===== src/rtl/alu_arbiter.sv =====
// rtl/alu_arbiter.sv - round-robin arbiter sharing one 16-bit ALU between NREQ requesters
//
// alu_arbiter ports:
//   clk, rst_n                  clock, asynchronous active-low reset
//   req_valid/req_ready [NREQ]  per-requester request handshake
//   req_op  [4*NREQ]            per-requester {select, opcode[2:0]}
//   req_a/req_b [16*NREQ]       per-requester ALU operands
//   rsp_valid/rsp_ready         single response handshake
//   rsp_id, rsp_result, rsp_carry, rsp_overflow   tagged response payload
//   busy                        high whenever the FSM is not idle
// Optional (macro ALU_ARBITER_GRANT_CNT_EN):
//   grant_cnt [16*NREQ]         per-requester accepted-transfer counters
//   clr_cnt                     synchronous clear of all counters
//
// alu ports: select, opcode[2:0], arg1, arg2 -> result, carry, overflow
//   select=0: add, sub, inc, dec, pass, neg, -, -
//   select=1: and, or, xor, not, shl1, shr1, shl by arg2[3:0], -
//   carry on subtract-style ops is the borrow; undefined codes give all zeros.

module alu (
    input  logic        select,
    input  logic [2:0]  opcode,
    input  logic [15:0] arg1,
    input  logic [15:0] arg2,
    output logic [15:0] result,
    output logic        carry,
    output logic        overflow
);
    logic [15:0] x;
    logic [15:0] y;
    logic        sub;
    logic [16:0] sum;

    // All arithmetic codes are folded onto one add/subtract of (x, y).
    always_comb begin
        x   = arg1;
        y   = arg2;
        sub = 1'b0;
        case (opcode)
            3'd1: sub = 1'b1;
            3'd2: y = 16'd1;
            3'd3: begin y = 16'd1; sub = 1'b1; end
            3'd5: begin x = 16'd0; y = arg1; sub = 1'b1; end
            default: ;
        endcase
        sum = sub ? ({1'b0, x} - {1'b0, y}) : ({1'b0, x} + {1'b0, y});
    end

    always_comb begin
        result   = 16'd0;
        carry    = 1'b0;
        overflow = 1'b0;
        if (!select) begin
            case (opcode)
                3'd0, 3'd1, 3'd2, 3'd3, 3'd5: begin
                    result   = sum[15:0];
                    carry    = sum[16];
                    overflow = sub ? ((x[15] != y[15]) && (sum[15] != x[15]))
                                   : ((x[15] == y[15]) && (sum[15] != x[15]));
                end
                3'd4:    result = arg1;
                default: ;
            endcase
        end else begin
            case (opcode)
                3'd0: result = arg1 & arg2;
                3'd1: result = arg1 | arg2;
                3'd2: result = arg1 ^ arg2;
                3'd3: result = ~arg1;
                3'd4: begin result = {arg1[14:0], 1'b0}; carry = arg1[15]; end
                3'd5: begin result = {1'b0, arg1[15:1]}; carry = arg1[0]; end
                3'd6: result = arg1 << arg2[3:0];
                default: ;
            endcase
        end
    end
endmodule

module alu_arbiter #(
    parameter int NREQ = 2,
    parameter int IDW  = 2
) (
    input  logic                 clk,
    input  logic                 rst_n,
    input  logic [NREQ-1:0]      req_valid,
    output logic [NREQ-1:0]      req_ready,
    input  logic [4*NREQ-1:0]    req_op,
    input  logic [16*NREQ-1:0]   req_a,
    input  logic [16*NREQ-1:0]   req_b,
    output logic                 rsp_valid,
    input  logic                 rsp_ready,
    output logic [IDW-1:0]       rsp_id,
    output logic [15:0]          rsp_result,
    output logic                 rsp_carry,
    output logic                 rsp_overflow,
    output logic                 busy
`ifdef ALU_ARBITER_GRANT_CNT_EN
    ,
    output logic [16*NREQ-1:0]   grant_cnt,
    input  logic                 clr_cnt
`endif
);
    typedef enum logic [1:0] {IDLE, EXEC, RESP} state_t;

    state_t         state;
    state_t         state_nxt;
    logic [IDW-1:0] last_grant;
    logic [IDW-1:0] grant_idx;
    logic           grant_any;
    logic           xfer;

    logic [3:0]     sel_op;
    logic [15:0]    sel_a;
    logic [15:0]    sel_b;

    logic [3:0]     op_q;
    logic [15:0]    a_q;
    logic [15:0]    b_q;
    logic [IDW-1:0] id_q;

    logic [15:0]    alu_result;
    logic           alu_carry;
    logic           alu_overflow;

    // Round-robin search starting one past the last winner; the inner loop
    // keeps every index a loop constant so the selection stays a flat mux.
    always_comb begin
        grant_any = 1'b0;
        grant_idx = '0;
        for (int k = 1; k <= NREQ; k++) begin
            for (int i = 0; i < NREQ; i++) begin
                if (!grant_any && req_valid[i] &&
                    ((int'(last_grant) + k == i) || (int'(last_grant) + k == i + NREQ))) begin
                    grant_any = 1'b1;
                    grant_idx = IDW'(i);
                end
            end
        end
    end

    assign xfer = (state == IDLE) && grant_any;

    always_comb begin
        sel_op = 4'd0;
        sel_a  = 16'd0;
        sel_b  = 16'd0;
        for (int i = 0; i < NREQ; i++) begin
            if (grant_idx == IDW'(i)) begin
                sel_op = req_op[4*i +: 4];
                sel_a  = req_a[16*i +: 16];
                sel_b  = req_b[16*i +: 16];
            end
        end
    end

    // FSM: state register
    always_ff @(posedge clk or negedge rst_n) begin
        if (!rst_n) begin
            state <= IDLE;
        end else begin
            state <= state_nxt;
        end
    end

    // FSM: next state
    always_comb begin
        state_nxt = state;
        case (state)
            IDLE:    if (grant_any) state_nxt = EXEC;
            EXEC:    state_nxt = RESP;
            RESP:    if (rsp_ready) state_nxt = IDLE;
            default: state_nxt = IDLE;
        endcase
    end

    // FSM: outputs. req_ready is forced low while reset is held.
    always_comb begin
        busy      = (state != IDLE);
        req_ready = '0;
        for (int i = 0; i < NREQ; i++) begin
            if (xfer && rst_n && (grant_idx == IDW'(i))) begin
                req_ready[i] = 1'b1;
            end
        end
    end

    // Operand capture and arbitration history
    always_ff @(posedge clk or negedge rst_n) begin
        if (!rst_n) begin
            op_q       <= 4'd0;
            a_q        <= 16'd0;
            b_q        <= 16'd0;
            id_q       <= '0;
            last_grant <= IDW'(NREQ - 1);
        end else if (xfer) begin
            op_q       <= sel_op;
            a_q        <= sel_a;
            b_q        <= sel_b;
            id_q       <= grant_idx;
            last_grant <= grant_idx;
        end
    end

    alu u_alu (
        .select   (op_q[3]),
        .opcode   (op_q[2:0]),
        .arg1     (a_q),
        .arg2     (b_q),
        .result   (alu_result),
        .carry    (alu_carry),
        .overflow (alu_overflow)
    );

    // Response registers only load in EXEC, so they keep the last payload
    // after the handshake until the next operation completes.
    always_ff @(posedge clk or negedge rst_n) begin
        if (!rst_n) begin
            rsp_valid    <= 1'b0;
            rsp_id       <= '0;
            rsp_result   <= 16'd0;
            rsp_carry    <= 1'b0;
            rsp_overflow <= 1'b0;
        end else if (state == EXEC) begin
            rsp_valid    <= 1'b1;
            rsp_id       <= id_q;
            rsp_result   <= alu_result;
            rsp_carry    <= alu_carry;
            rsp_overflow <= alu_overflow;
        end else if (state == RESP && rsp_ready) begin
            rsp_valid    <= 1'b0;
        end
    end

`ifdef ALU_ARBITER_GRANT_CNT_EN
    logic [15:0] cnt_q [NREQ];

    // A clear that coincides with a grant leaves the winner at 1.
    always_ff @(posedge clk or negedge rst_n) begin
        if (!rst_n) begin
            for (int i = 0; i < NREQ; i++) begin
                cnt_q[i] <= 16'd0;
            end
        end else begin
            for (int i = 0; i < NREQ; i++) begin
                if (xfer && (grant_idx == IDW'(i))) begin
                    cnt_q[i] <= clr_cnt ? 16'd1 : cnt_q[i] + 16'd1;
                end else if (clr_cnt) begin
                    cnt_q[i] <= 16'd0;
                end
            end
        end
    end

    always_comb begin
        grant_cnt = '0;
        for (int i = 0; i < NREQ; i++) begin
            grant_cnt[16*i +: 16] = cnt_q[i];
        end
    end
`endif
endmodule


===== config.mk =====
export PLATFORM = sky130hd
export DESIGN_NAME = alu_arbiter
export DESIGN_NICKNAME = d
export VERILOG_FILES = /design/src/rtl/alu_arbiter.sv
export SDC_FILE = /design/constraint.sdc
export NUM_CORES = 1
export LEC_CHECK = 0
export ABC_AREA = 1
export CORE_MARGIN = 4
export CORE_UTILIZATION = 45
export CTS_CLUSTER_SIZE = 20
export DETAILED_ROUTE_END_ITERATION = 12
export PLACE_DENSITY = 0.69
export SKIP_LAST_GASP = 1
export SYNTH_ARGS = -nofsm -noshare
export SYNTH_HDL_FRONTEND = slang
export SYNTH_SLANG_ARGS = --single-unit
export TNS_END_PERCENT = 50

===== constraint.sdc =====
create_clock -name clk -period 6.85 [get_ports clk]
set_input_delay 1.37 -clock clk [delete_from_list [all_inputs] [get_ports clk]]
set_output_delay 1.37 -clock clk [all_outputs]
set_load 0.05 [all_outputs]

==> results.txt, run 1 <==
----------------------------------------------------
[Drt]
  DRC Markers ... 0
  Starting DRT DRC Count ... 685
  Vias ... 6601
  Iteration count of the initial detailed-routing pass ... 10
  Vias per Instance ... 5.460
  ANT nets after route ... 0
  Average routed wire per standard cell ... 16.17 um
  Routed wire length ... 19.55 mm

[Critical path]
  CP bufs+invs ... 4
  Highest net fanout along the worst path ... 37
  Top delay family on crit path ... buffers and inverters
  Category of the critical setup timing path ... input port to output port
  Crit-path max cell delay ... 0.84 ns
  Crit path launch type ... input port
  CP Data Arrival Time ... 3.44 ns
  Crit-path slowest cell ... clkdlybuf4s50_1
  Required time of the critical path ... 5.48 ns
  Cells along the critical path ... clkdlybuf4s50_1 -> nand2_1 -> nand2_1 -> buf_4 -> inv_1 -> nor3_1 -> clkdlybuf4s50_1
  Endpoint type of the worst setup path ... output port

[CTS]
  CTS tree ... done
  Number of setup buffers added after CTS ... 0
  Total clock buffers created by CTS ... 9
  Clk sink count ... 60
  PostCTS Resize Cnt ... 0
  H-Tree Depth ... 3
  Worst-skew pair later-pin latency ... 0.34 ns
  Clock tree root driver cell ... clkbuf_16
  Clk buf depth ... 2
  CTS Hold Buffers Added ... 0
  Reg clk slew, reported paths ... 0.05 ns

[Floorplan]
  Placeable core region ... 0.01330 mm2
  Chip width ... 124.7 um
  Number of top-level pins ... 101
  Die area ... 0.01554 mm2
  Floorplan die height ... 124.7 um
  Initial standard-cell utilization of the core ... 0.4606
  Row Count ... 42

[Synthesis]
  Number of flip-flops and latches in the synthesized netlist ... 60
  Gate count after technology mapping ... 953
  Count of flip-flops with a built-in enable after synthesis ... 0
  Number of library cell types mapped by synthesis ... 47
  Post-synthesis sequential area ratio ... 0.2454
  Syn Std Cell Area ... 0.006123 mm2
  Total number of yosys warnings ... 0
  Avg Cell Area, Syn ... 6.425 um2
  Primary FF master, synth ... dfrtp_1
  Fraction of synthesis flops using an asynchronous set or reset pin ... 1.000
  Number of nets in the synthesized netlist ... 1081

[Cells and area]
  Commonest non-fill, non-tap cells in the layout ... nand2_1 (243), inv_1 (104), clkdlybuf4s50_1 (98), o21ai_0 (97), nor2_1 (95)
  Fraction of layout cells with a size suffix above 1 ... 0.05808
  Most common cell after layout, fill and taps aside ... nand2_1
  ANT cells ... 0
  Area delta synth->final ... 22.39%
  Number of nets in the final layout ... 1156

[Global route]
  Met2 usage in global routing ... 0.3747
  Layer with the highest usage after global routing ... met2
  Wire length of the first global-routing pass ... 31.71 mm
  Vias in the first global route ... 6198
  Number of antenna violations at the first check in global routing ... 0
  Routing usage on met1 ... 0.3598
  Total routing usage reported by global routing ... 0.2506
  Routing usage on met3 ... 0.03945
  Pin count of the biggest net entering global routing ... 74
  Global route total overflow ... 0

[Timing]
  Sum of negative setup slack ... 0 ns
  Final Critical Period ... 4.811 ns
  Worst Max-Slew Pin Slew ... 1.210 ns
  Crit share post-route ... 0.7024
  Final setup skew ... 0.01017 ns
  Final Hold Viols ... 0
  Count of endpoints failing setup in the final report ... 0
  Achievable Freq ... 207.8 MHz
  RSZ-0062 raised after global routing ... false
  Remaining max-slew budget at the tightest pin ... 0.1891
  Fin. max-slew vios ... 0

[Outcome]
  Run status ... finished, final reports clean

[Placed design]
  Dpl hpwl ... 15.14 mm
  Last weighted congestion value of the routability-driven placer ... 0.9335
  Buffers added on ports ... 99

[Run]
  Number of violations of the max-capacitance limit ... 0

[Hold path]
  Class of the tightest hold or removal check ... flip-flop to flip-flop

----------------------------------------------------
synthesized netlist by cell type (8+ instances only):
library cell | count | area (um2)
nor2_1 | 95 | 356.6
o22ai_1 | 37 | 231.5
xor2_1 | 14 | 122.6
a21oi_1 | 28 | 140.1
or2_2 | 12 | 75.07
nand2_2 | 8 | 50.05
dfrtp_1 | 59 | 1476
o21ai_0 | 97 | 485.5
nand2_1 | 243 | 912.1
inv_1 | 105 | 394.1
nand4_1 | 8 | 50.05
ha_1 | 50 | 625.6
clkbuf_1 | 27 | 101.4
nand3_1 | 71 | 355.3
logic make-up (layout without fill, tap and decap cells):
logic type,count (synthesis),in the layout,synth area share
AOI/OAI and AO/OA,209,209,0.1970
DFF,60,60,0.2454
other,1,1,0.0006124
buffers and inverters,151,231,0.09808
xor gates and xnor gates,17,17,0.02432
adders and majority gates,51,51,0.1054
and+or+nand+nor,461,461,0.3243
muxes,3,3,0.004904
path summary, 6_finish.rpt:
check,cells past startpoint,start,slack [ns],to
min in group asynchronous,2,rst_n,1.27,a_q[3]
min,2,last_grant[0],0.47,last_grant[0]
max in group asynchronous,2,rst_n,5.08,rsp_result[9]
max,7,req_valid[0],2.04,req_ready[0]
min reg2reg,2,last_grant[0],0.47,last_grant[0]
max reg2reg,22,op_q[1],2.86,rsp_result[13]
per-stage QoR:
stage	instances	area [um2]	hold slack [ns]	util	setup WS, ns
4_1_cts	1209	7495	0.4676	0.5637	2.049
6_report	1209	7495	0.4658	0.5637	2.039
3_3_place_gp	1193	7189	0.4690	0.5407	2.068
3_5_place_dp	1193	7189	0.4609	0.5407	2.047
2_1_floorplan	953	6123	0.4441	-	2.546
5_1_grt	1209	7495	0.4865	0.5637	1.985
cell type report:
| type | instances | area (um2) |
|---|---|---|
| sequential | 60 | 1503 |
| tap | 176 | 220.2 |
| fill | 1307 | 5801 |
| multi-input combinational | 742 | 4020 |
| clock inverter | 4 | 48.80 |
| inverter | 110 | 415.4 |
| timing repair buffer | 105 | 1031 |
| clock buffer | 12 | 256.5 |
flip-flops by register name, indices dropped and copies added, names as in the netlist:
register      count
b_q              16
rsp_carry         1
state             2
last_grant        1
a_q              16
op_q              4
rsp_overflow      1
id_q              1
rsp_valid         1
rsp_result       16
rsp_id            1
worst min-delay path, delay by kind of cell (launching register included):
kind | cells | cell delay (ns)
flip-flops | 1 | 0.36
AND/OR/NAND/NOR | 2 | 0.10
routing by layer:
metal,vias up,routed length [um]
li1,3313,-
met1,2965,9128
met2,286,8304
met3,37,1453
met4,0,663
met5,-,0
Power of run 1 is left out: the tool's default activity adds up to more than one toggle a clock period on the data nets, which glitch-free logic cannot reach.
==> run 2, diff against run 1 <==
==> constraint.sdc (replaced) <==
create_clock -name clk -period 5.05 [get_ports clk]
set_input_delay 1.01 -clock clk [delete_from_list [all_inputs] [get_ports clk]]
set_output_delay 1.01 -clock clk [all_outputs]
set_load 0.05 [all_outputs]
==> results.txt, run 2 (synthesis results as in run 1) <==
----------------------------------------------------
[Outcome]
  Run status ... finished, final reports clean

[Floorplan]
  Chip width ... 124.7 um (unchanged)
  Die area ... 0.01554 mm2 (unchanged)
  Row Count ... 42 (unchanged)
  Placeable core region ... 0.01330 mm2 (unchanged)
  Number of top-level pins ... 101 (unchanged)
  Initial standard-cell utilization of the core ... 0.4606 (unchanged)
  Floorplan die height ... 124.7 um (unchanged)

[Placed design]
  Dpl hpwl ... 15.56 mm (+2.8%)
  Buffers added on ports ... 99 (unchanged)
  Last weighted congestion value of the routability-driven placer ... 0.9625 (+3.1%)
  Post-placement cell area ... 0.007209 mm2 (+0.28%)

[Cells and area]
  Utilization after layout ... 0.5679 (+0.004140)
  Most common cell after layout, fill and taps aside ... nand2_1
  Commonest non-fill, non-tap cells in the layout ... nand2_1 (243), inv_1 (104), o21ai_0 (97), clkdlybuf4s50_1 (96), nor2_1 (95)
  Largest registers ... a_q: 16 flops, b_q: 16 flops, rsp_result: 16 flops
  Fraction of layout cells with a size suffix above 1 ... 0.06002 (+0.001936)
  Area delta synth->final ... 23.29%
  Final instance area ... 0.007550 mm2 (+0.73%)
  Number of nets in the final layout ... 1156 (unchanged)
  ANT cells ... 0 (unchanged)
  Fillers ... 1331 (+1.8%)

[Drt]
  Average routed wire per standard cell ... 16.44 um (+1.7%)
  Iteration count of the initial detailed-routing pass ... 5 (-5)
  Routed wire length ... 19.88 mm (+1.7%)
  Vias per Instance ... 5.395 (-1.2%)
  ANT nets after route ... 0 (unchanged)
  Total routed wire length on the met1 layer ... 9.324 mm (+2.1%)
  Top Metal Used ... met4
  Vias ... 6522 (-1.2%)
  Wire length on met3 ... 1.398 mm (-3.8%)
  DRC Markers ... 0 (unchanged)
  Starting DRT DRC Count ... 546 (-20%)
  Detailed-routed wire length on met2 ... 8.522 mm (+2.6%)

[Timing]
  Count of endpoints failing setup in the final report ... 0 (unchanged)
  Achievable Freq ... 257.1 MHz
  Worst Max-Slew Pin Slew ... 1.164 ns (-0.04540 ns)
  Final Critical Period ... 3.890 ns
  RSZ-0062 raised after global routing ... false
  Final Hold Viols ... 0 (unchanged)
  Remaining max-slew budget at the tightest pin ... 0.2195 (+0.03043)
  Crit share post-route ... 0.7703
  Sum of negative setup slack ... 0 ns (unchanged)
  Final setup skew ... 0.006275 ns (-0.003899 ns)
  Fin. max-slew vios ... 0 (unchanged)

[Critical path]
  Highest net fanout along the worst path ... 32 (-14%)
  Worst r2r src ... op_q[1]
  Endpoint type of the worst setup path ... flip-flop
  Cells along the critical path ... inv_2 -> nand3_4 -> inv_4 -> nand2_1 -> o21ai_0 -> inv_1 -> ha_1 -> nand3_1 -> nor2_1 -> nand3_1 -> nand2_1 -> xor2_1 -> ha_1 -> a21oi_1 -> a21boi_0 -> nor2_1 -> nor2_1 -> nand2_1 -> nand2_1 -> nand3b_1 -> nand2_1 -> nand2_1 -> nand2_1
  Crit-path slowest cell ... dfrtp_1
  Required time of the critical path ... 5.33 ns (-0.15 ns)
  CP Data Arrival Time ... 4.17 ns (+0.73 ns)
  Cells on worst reg2reg path ... 23 (+4.5%)
  Endpoint of the worst register-to-register path ... rsp_result[13]
  Crit-path max cell delay ... 0.46 ns (-0.38 ns)
  Critical path's most frequent cell ... nand2_1
  Category of the critical setup timing path ... flip-flop to flip-flop
  Reg-to-reg setup timing slack ... 1.16 ns (-1.70 ns)
  Crit path launch type ... flip-flop

[CTS]
  Clk buf depth ... 2 (unchanged)
  Clock tree root driver cell ... clkbuf_16
  H-Tree Depth ... 3 (unchanged)
  PostCTS Resize Cnt ... 0 (unchanged)
  Total clock buffers created by CTS ... 9 (unchanged)
  Worst-skew pair later-pin latency ... 0.34 ns (about the same)
  CTS Hold Buffers Added ... 0 (unchanged)
  CTS tree ... done
  Reg clk slew, reported paths ... 0.05 ns (about the same)
  Clk sink count ... 60 (unchanged)
  Number of setup buffers added after CTS ... 0 (unchanged)

[Global route]
  Total routing usage reported by global routing ... 0.2548 (+0.004177)
  Pin count of the biggest net entering global routing ... 75 (+1.4%)
  Number of antenna violations at the first check in global routing ... 0 (unchanged)
  Wire length of the first global-routing pass ... 32.00 mm (+0.91%)
  Vias in the first global route ... 6232 (+0.55%)
  Global route total overflow ... 0 (unchanged)

[Hold path]
  Hold Crit Endpoint ... last_grant[0]
  Worst min-delay path startpoint ... last_grant[0]
  Class of the tightest hold or removal check ... flip-flop to flip-flop
  Number of cells on the worst hold path ... 2 (unchanged)

[Run]
  Number of violations of the max-capacitance limit ... 0 (unchanged)

----------------------------------------------------
run 2: changes by cell type in the layout (fill, tap and decap cells not counted), sizes merged:
cell / change
buf: +2
clkinvlp: +1
clkinv: -2
clkbuf: -2
inv: +1
clkdlybuf4s50: -2
bufinv: +2
run 2: metal layers:
layer / up-vias / track usage
met5: - / 0
met2: 269 / 0.3931
met4: 0 / 0.1025
li1: 3313 / -
met3: 45 / 0.04846
met1: 2895 / 0.3513
run 2: worst max path at each step:
stage	cells after the start	endpoint	start	slack, ns
floorplan	5	req_ready[0]	req_valid[0]	1.47
global placement	22	rsp_result[13]	op_q[1]	1.30
detailed placement	22	rsp_result[13]	op_q[1]	1.23
CTS	22	rsp_result[13]	op_q[1]	1.21
global route	23	rsp_result[13]	op_q[1]	0.71
finish	23	rsp_result[13]	op_q[1]	1.16
run 2: through the flow:
stage          instances  hold slack [ns]  setup WS (ns)
3_3_place_gp        1193           0.4554          1.305
6_report            1209           0.4615          1.160
5_1_grt             1209           0.4822         0.7117
4_1_cts             1209           0.4633          1.209
3_5_place_dp        1193           0.4558          1.229
2_1_floorplan        953           0.4441          1.466
run 2: area by class of cell:
class,instances,area (um2),area share
clock buffers,10,229.0,0.03033
multi-input cells,742,4020,0.5325
inverters,110,415.4,0.05502
clock inverters,6,111.4,0.01475
flip-flops and latches,60,1503,0.1990
repair buffers,105,1051,0.1392
well taps,176,220.2,0.02917
run 2: worst max-delay path: cells and delay by family, from the launching register on:
kind / cells / cell delay, ns
flip-flops: 1 / 0.46
XOR/XNOR: 1 / 0.18
adder cells (fa/ha/maj): 2 / 0.57
AO/OA/AOI/OAI: 3 / 0.63
buffers and inverters: 3 / 0.55
AND/OR/NAND/NOR: 14 / 1.41
Power of run 2 is left out for the same reason.
==> run 3, diff against run 2 <==
==> constraint.sdc (replaced) <==
create_clock -name clk -period 3.7 [get_ports clk]
set_input_delay 0.74 -clock clk [delete_from_list [all_inputs] [get_ports clk]]
set_output_delay 0.74 -clock clk [all_outputs]
set_load 0.05 [all_outputs]
==> results.txt, run 3 (synthesis results as in run 1) <==
----------------------------------------------------
[CTS]
  Total clock buffers created by CTS ... 9 (unchanged)
  Worst-skew pair later-pin latency ... 0.34 ns (about the same)
  CTS Hold Buffers Added ... 0 (unchanged)
  Clk buf depth ... 2 (unchanged)
  Clock tree root driver cell ... clkbuf_16
  Reg clk slew, reported paths ... 0.06 ns (about the same)
  H-Tree Depth ... 3 (unchanged)
  CTS tree ... done
  Clk sink count ... 60 (unchanged)

[Floorplan]
  Die area ... 0.01554 mm2 (unchanged)
  Row Count ... 42 (unchanged)
  Initial standard-cell utilization of the core ... 0.4606 (unchanged)
  Floorplan die height ... 124.7 um (unchanged)
  Chip width ... 124.7 um (unchanged)
  Placeable core region ... 0.01330 mm2 (unchanged)
  Number of top-level pins ... 101 (unchanged)

[Drt]
  Detailed-routed wire length on met2 ... 8.788 mm (+3.1%)
  Wire length on met3 ... 1.236 mm (-12%)
  Routed wire length ... 20.46 mm (+2.9%)
  Top Metal Used ... met4
  Average routed wire per standard cell ... 16.70 um (+1.6%)
  Iteration count of the initial detailed-routing pass ... 8 (+3)
  Total routed wire length on the met1 layer ... 9.752 mm (+4.6%)
  Starting DRT DRC Count ... 806 (+48%)
  ANT nets after route ... 0 (unchanged)
  Vias per Instance ... 5.480 (+1.6%)
  Vias ... 6713 (+2.9%)
  DRC Markers ... 0 (unchanged)

[Global route]
  Vias in the first global route ... 6280 (+0.77%)
  Global route total overflow ... 0 (unchanged)
  Total routing usage reported by global routing ... 0.2600 (+0.005145)
  Wire length of the first global-routing pass ... 32.65 mm (+2.0%)
  Pin count of the biggest net entering global routing ... 75 (unchanged)
  Number of antenna violations at the first check in global routing ... 0 (unchanged)

[Timing]
  Remaining max-slew budget at the tightest pin ... 0.4224 (+0.2029)
  Final Critical Period ... 3.354 ns (-0.5360 ns)
  Fin. max-slew vios ... 0 (unchanged)
  Worst Max-Slew Pin Slew ... 0.8632 ns (-0.3012 ns)
  Final Hold Viols ... 0 (unchanged)
  Count of endpoints failing setup in the final report ... 0 (unchanged)
  RSZ-0062 raised after global routing ... false
  Crit share post-route ... 0.9065 (+0.1362)
  Sum of negative setup slack ... 0 ns (unchanged)
  Final hold slack ... 0.4668 ns (+0.005213 ns)
  Final setup skew ... 0.006777 ns (+0.0005029 ns)
  Achievable Freq ... 298.1 MHz (+16%)

[Cells and area]
  Area delta synth->final ... 24.60%
  Utilization after layout ... 0.5739 (+0.006023)
  Most common cell after layout, fill and taps aside ... nand2_1
  Fraction of layout cells with a size suffix above 1 ... 0.08008 (+0.02006)
  Largest registers ... a_q: 16 flops, b_q: 16 flops, rsp_result: 16 flops
  ANT cells ... 0 (unchanged)
  Number of nets in the final layout ... 1172 (+1.4%)
  Commonest non-fill, non-tap cells in the layout ... nand2_1 (242), inv_1 (104), o21ai_0 (96), clkdlybuf4s50_1 (96), nor2_1 (95)

[Hold path]
  Number of cells on the worst hold path ... 2 (unchanged)
  Class of the tightest hold or removal check ... flip-flop to flip-flop

[Critical path]
  CP Data Arrival Time ... 3.60 ns (-0.57 ns)
  Category of the critical setup timing path ... flip-flop to flip-flop
  Endpoint type of the worst setup path ... flip-flop
  Required time of the critical path ... 3.94 ns (-1.39 ns)
  Crit path launch type ... flip-flop
  Cells on worst reg2reg path ... 23 (unchanged)
  Highest net fanout along the worst path ... 15 (-53%)

[Placed design]
  Last weighted congestion value of the routability-driven placer ... 1.001 (+4.0%)
  Dpl hpwl ... 15.97 mm (+2.6%)
  Buffers added on ports ... 99 (unchanged)

[Run]
  Number of violations of the max-capacitance limit ... 0 (unchanged)

[Outcome]
  Run status ... finished, final reports clean

----------------------------------------------------
-- run 3: final timing paths --
check,start,to,slack [ns]
setup / recovery,op_q[0],rsp_result[15],0.35
hold / removal,last_grant[0],last_grant[0],0.47
setup reg to reg,op_q[0],rsp_result[15],0.35
hold reg to reg,last_grant[0],last_grant[0],0.47
max in group asynchronous,rst_n,op_q[1],2.48
min in group asynchronous,rst_n,a_q[3],0.66
-- run 3: area by class of cell --
type                    count  area [um2]
fillers                  1306        5665
multi-input cells         742        4041
flip-flops and latches     60        1505
repair buffers            121        1175
inverters                 110       425.4
clock buffers              12       236.5
well taps                 176       220.2
clock inverters             4       26.28
-- run 3: per-layer routing --
metal,vias up,GRT usage
met5,-,0
met4,0,0.1070
met3,51,0.02959
met2,291,0.3934
met1,3022,0.3760
li1,3349,-
-- run 3: what timing repair did --
| item | CTS | global route |
|---|---|---|
| endpoints found under the setup margin | 0 | 11 |
| buffers inserted | 0 | 5 |
| gates resized for setup | 0 | 15 |
-- run 3: critical path: stages (launching register included) --
cell and delay, ns:
dfrtp_1 0.47, nand3_4 0.21, clkinv_8 0.14, nand2_1 0.07, o21ai_0 0.10, inv_1 0.10
ha_1 0.22, inv_1 0.07, nor2_1 0.04, nand2_1 0.08, nand2_1 0.07, xor2_1 0.16
ha_1 0.34, inv_1 0.07, o21ai_0 0.25, a21oi_1 0.13, nand2_1 0.19, nand3_1 0.13
nand2_1 0.08, nand2_1 0.08, nand3_1 0.09, nand3b_1 0.09, nand2_1 0.06, inv_1 0.03
-- run 3: metrics by stage --
stage / cell area (um2) / setup slack [ns] / cells
3_5_place_dp: 7292 / 0.1943 / 1204
5_1_grt: 7630 / 0.007485 / 1225
4_1_cts: 7555 / 0.1773 / 1220
2_1_floorplan: 6123 / 0.6358 / 953
3_3_place_gp: 7292 / 0.2706 / 1204
6_report: 7630 / 0.3459 / 1225
Power of run 3 is left out for the same reason.
==> edit 1: new RTL, flow settings as in run 2 <==
The parameter `NREQ` goes from 2 to 1. Comments in the files are not updated.
--- a/src/rtl/alu_arbiter.sv
+++ b/src/rtl/alu_arbiter.sv
@@ -77,7 +77,7 @@
 endmodule
 
 module alu_arbiter #(
-    parameter int NREQ = 2,
+    parameter int NREQ = 1,
     parameter int IDW  = 2
 ) (
     input  logic                 clk,
Ports: changed (5 resized); port bits go from 101 to 63. The function was not compared with the original's and may differ.
==> edit 1 against run 2 <==
  * Routed wire length down 7.9%
  * Worst setup slack worse by 14 ps
  * Synthesized area down 5.8%
  * Worst hold slack better by 29 ps
  * Sequential cell count down 3
  * Highest routed layer unchanged
  * Die area down 5.5%
  * Sequential share of layout area up 1.3 points
  * Final area down 11%
Power is not shown: default switching activity piles up to over one toggle a cycle in this logic, so the estimate is an artifact.
==> edit 1: results (changes against run 2) <==
- The total number of vias is 6,060 (-7.1%).
- The flow ran to the end, and the final reports show no timing, DRC or antenna violations.
- The final-layout worst hold slack came to 490 ps (+28.7 ps).
- The number of detailed-routing iterations run before antenna repair is 6 (+1).
- The worst slew margin relative to its limit was 36.3% (+14 points).
- The number of levels the H-tree was split into came to 3 (unchanged).
- The count of routing violations after the opening detailed-route iteration is 491 (-10%).
- The global router's overall resource usage is 25.7% (+0.22 points).
- The share of the clock period used by the worst path is 77.3% (+0.28 points).
- The maximum clock skew at final layout is 6.90 ps (+0.624 ps).
- The weighted congestion at the end of routability-driven global placement is 0.967 (+0.42%).
- The peak per-stage delay on the critical path was 440 ps (-20 ps).
- The final-layout fill cell count is 1,279 (-3.9%).
- In the post-synthesis netlist, the biggest area contributors are sky130_fd_sc_hd__dfrtp_1 (25%), sky130_fd_sc_hd__nand2_1 (19%), sky130_fd_sc_hd__ha_1 (11%).
- The critical path ends at rsp_overflow.
- The maximum number of pins on one net before global-route repair is 74 (-1.3%).
- The placed instance area is 6460 um^2 (-10%).
- In this run the most critical hold path is launched from rsp_overflow.
- The number of cells produced by synthesis is 929 (-2.5%).
- The count of different cell masters after synthesis was 41 (-13%).
- The HPWL after detailed placement is 14,300 um (-8.4%).
- The total routed wirelength is 18,300 um (-7.9%).
- The via count of the first global-routing pass came to 5,654 (-9.3%).
- The worst hold path terminates at rsp_overflow.
- The initial antenna violation count was 0 (unchanged).
- The layout cell share with drive strength beyond 1 is 5.65% (-0.35 points).
- The total number of nets in the final design is 1,060 (-8.3%).
- The critical-path maximum fanout is 20 (-38%).
- The register area share after synthesis was 24.7% (+0.20 points).
- The pre-CTS setup slack was 1220 ps (-5.80 ps).
- The count of buffers from port buffering is 60 (-39%).
- The cell total after placement is 1,130 (-5.3%).
- The mean number of vias per cell was 5.29 (-1.9%).
[edit 1: changes by cell type in the layout (fill, tap and decap cells not counted), moves of 5 or more]
| cell | run 2 | this run |
|---|---|---|
| sky130_fd_sc_hd__clkdlybuf4s50_1 | 96 | 59 |
| sky130_fd_sc_hd__nand2_1 | 243 | 299 |
| sky130_fd_sc_hd__nor2_1 | 95 | 56 |
| sky130_fd_sc_hd__nor3_1 | 4 | 10 |
| sky130_fd_sc_hd__o21ai_0 | 97 | 111 |
| sky130_fd_sc_hd__o21bai_1 | 6 | 1 |
| sky130_fd_sc_hd__o22ai_1 | 37 | 2 |
[edit 1: cell type report]
type,instances,area share (%)
flip-flops and latches,57,21.2
repair buffers,66,9.50
clock inverters,2,0.186
clock buffers,13,4.01
multi-input cells,721,55.6
inverters,114,6.35
well taps,172,3.19
[edit 1: worst min-delay path, stage by stage, from the launching register on]
cell,delay [ps]
sky130_fd_sc_hd__dfrtp_1,350
sky130_fd_sc_hd__nand2_1,60
sky130_fd_sc_hd__nand2_1,60
[edit 1: cell families (layout without fill, tap and decap cells)]
family,after synthesis,in the layout,synth area share (%)
AOI/OAI and AO/OA,170,170,15.8
adders and majority gates,51,51,11.2
other,1,2,0.0650
and+or+nand+nor,481,481,35.3
muxes,1,1,0.174
DFF,57,57,24.7
buffers and inverters,152,195,10.3
xor gates and xnor gates,16,16,2.43
[edit 1: layer usage]
layer / track usage [%] / share of wire [%] / vias to the layer above
met5: 0 / 0 / -
met4: 9.03 / 2.3 / 0
met3: 3.82 / 6.6 / 29
met2: 39.0 / 44 / 221
met1: 37.3 / 47 / 2732
li1: - / - / 3078
==> edit 2: new RTL, settings of run 2 <==
Made on the original files. Re-encode `state_t` (3 states) as one-hot, 3 bits wide.
--- a/src/rtl/alu_arbiter.sv
+++ b/src/rtl/alu_arbiter.sv
@@ -100,7 +100,7 @@
     input  logic                 clr_cnt
 `endif
 );
-    typedef enum logic [1:0] {IDLE, EXEC, RESP} state_t;
+    typedef enum logic [2:0] {IDLE = 3'b001, EXEC = 3'b010, RESP = 3'b100} state_t;
 
     state_t         state;
     state_t         state_nxt;
Check against the original RTL: same outputs for any inputs over 4 cycles, from zero or initial values and one cycle with rst_n low; so few cycles prove little.
==> edit 2 against run 2 <==
  * Count of clock-buffer cells in the layout up 1
  * Worst setup slack worse by 65 ps
  * Routed wire length grew 4.6%
  * Sequential cell count is 1 higher
  * Final area increased by 0.96%
  * Synthesized area is 1.8% higher
  * Global-route usage rose by 1.1 points
  * Critical path depth unchanged
  * Critical endpoint is now rsp_result[11]
  * Highest routed layer unchanged
Power is left out: the tool's default activity adds up to more than one toggle a clock period on the data nets, which glitch-free logic cannot reach.
==> edit 2: results (changes against run 2) <==
- The flow ran to the end, and the final reports show no timing, DRC or antenna violations.
- The register area share after synthesis was 24.5% (about the same).
- The met2 demand-to-capacity share in global routing is 39.0% (-0.29 points).
- The adder-cell share of the synthesized area is 10.4% (-0.18 points).
- The met3 track demand over resource in global routing was 3.98% (-0.87 points).
- The net count after synthesis came to 1,104 (+2.1%).
- The count of routing violations after the opening detailed-route iteration was 643 (+18%).
- The maximum clock skew at final layout is 9.02 ps (+2.74 ps).
- The placed instance area came to 7310 um^2 (+1.4%).
- The met1 layer wirelength in the final routing is 9830 um (+5.4%).
- The multiplexer share of the synthesized area is 0% (-0.49 points).
- The via count of the first global-routing pass was 6,434 (+3.2%).
- The mean instance size in the synthesized netlist was 6.38 um^2 (-0.64%).
- The routed wire length per instance is 16.9 um (+2.9%).
- The arrival time of data at the critical path endpoint is 4190 ps (+20 ps).
- The critical-path maximum fanout is 29 (-9.4%).
- The peak per-stage delay on the critical path is 440 ps (-20 ps).
- The layout cell share with drive strength beyond 1 was 6.17% (+0.17 points).
- The HPWL after detailed placement came to 16,200 um (+4.1%).
- The met1 demand-to-capacity share in global routing is 39.0% (+3.8 points).
- The met3 layer wire length in the routed design was 1520 um (+8.5%).
- The total number of nets in the final design was 1,176 (+1.7%).
- The total number of vias is 6,807 (+4.4%).
- The wire length of the first global-routing pass is 33,700 um (+5.4%).
- The share of the synthesized area in compound gates (AO/OA/AOI/OAI) is 20.2% (+0.46 points).
## edit 2: changes by cell type in the layout (fill, tap and decap cells not counted), moves of 3 or more
cell	change
sky130_fd_sc_hd__a21oi_1	+41
sky130_fd_sc_hd__nand2_1	+39
sky130_fd_sc_hd__o22ai_1	-36
sky130_fd_sc_hd__a22oi_1	+34
sky130_fd_sc_hd__o21ai_0	-24
sky130_fd_sc_hd__nor2_1	-21
sky130_fd_sc_hd__nor3_1	+6
sky130_fd_sc_hd__inv_1	-5
sky130_fd_sc_hd__o21ai_1	-5
sky130_fd_sc_hd__a211oi_1	-3
sky130_fd_sc_hd__inv_2	+3
sky130_fd_sc_hd__mux2i_1	-3
sky130_fd_sc_hd__nand3b_1	+3
## edit 2: worst paths after layout
path	from	to	slack (ps)
max in group asynchronous	rst_n	b_q[3]	3680
min in group asynchronous	rst_n	rsp_result[8]	820
max	op_q[1]	rsp_result[11]	1090
max reg2reg	op_q[1]	rsp_result[11]	1090
min	last_grant[0]	last_grant[0]	470
min reg2reg	last_grant[0]	last_grant[0]	470
## edit 2: critical path: cells and delay by family (launching register included)
family | cells | cell delay (ps)
adders and majority gates | 2 | 560
buffers and inverters | 6 | 840
DFF | 1 | 440
xor gates and xnor gates | 1 | 170
and+or+nand+nor | 11 | 1280
AOI/OAI and AO/OA | 3 | 500
## edit 2: area by class of cell
type                            instances  area (um^2)
Tap cell                              176          220
Clock buffer                           11          253
Clock inverter                          5         58.8
Timing Repair Buffer                  105         1050
Multi-Input combinational cell        765         4110
Sequential cell                        61         1530
Fill cell                            1316         5780
Inverter                              106          398
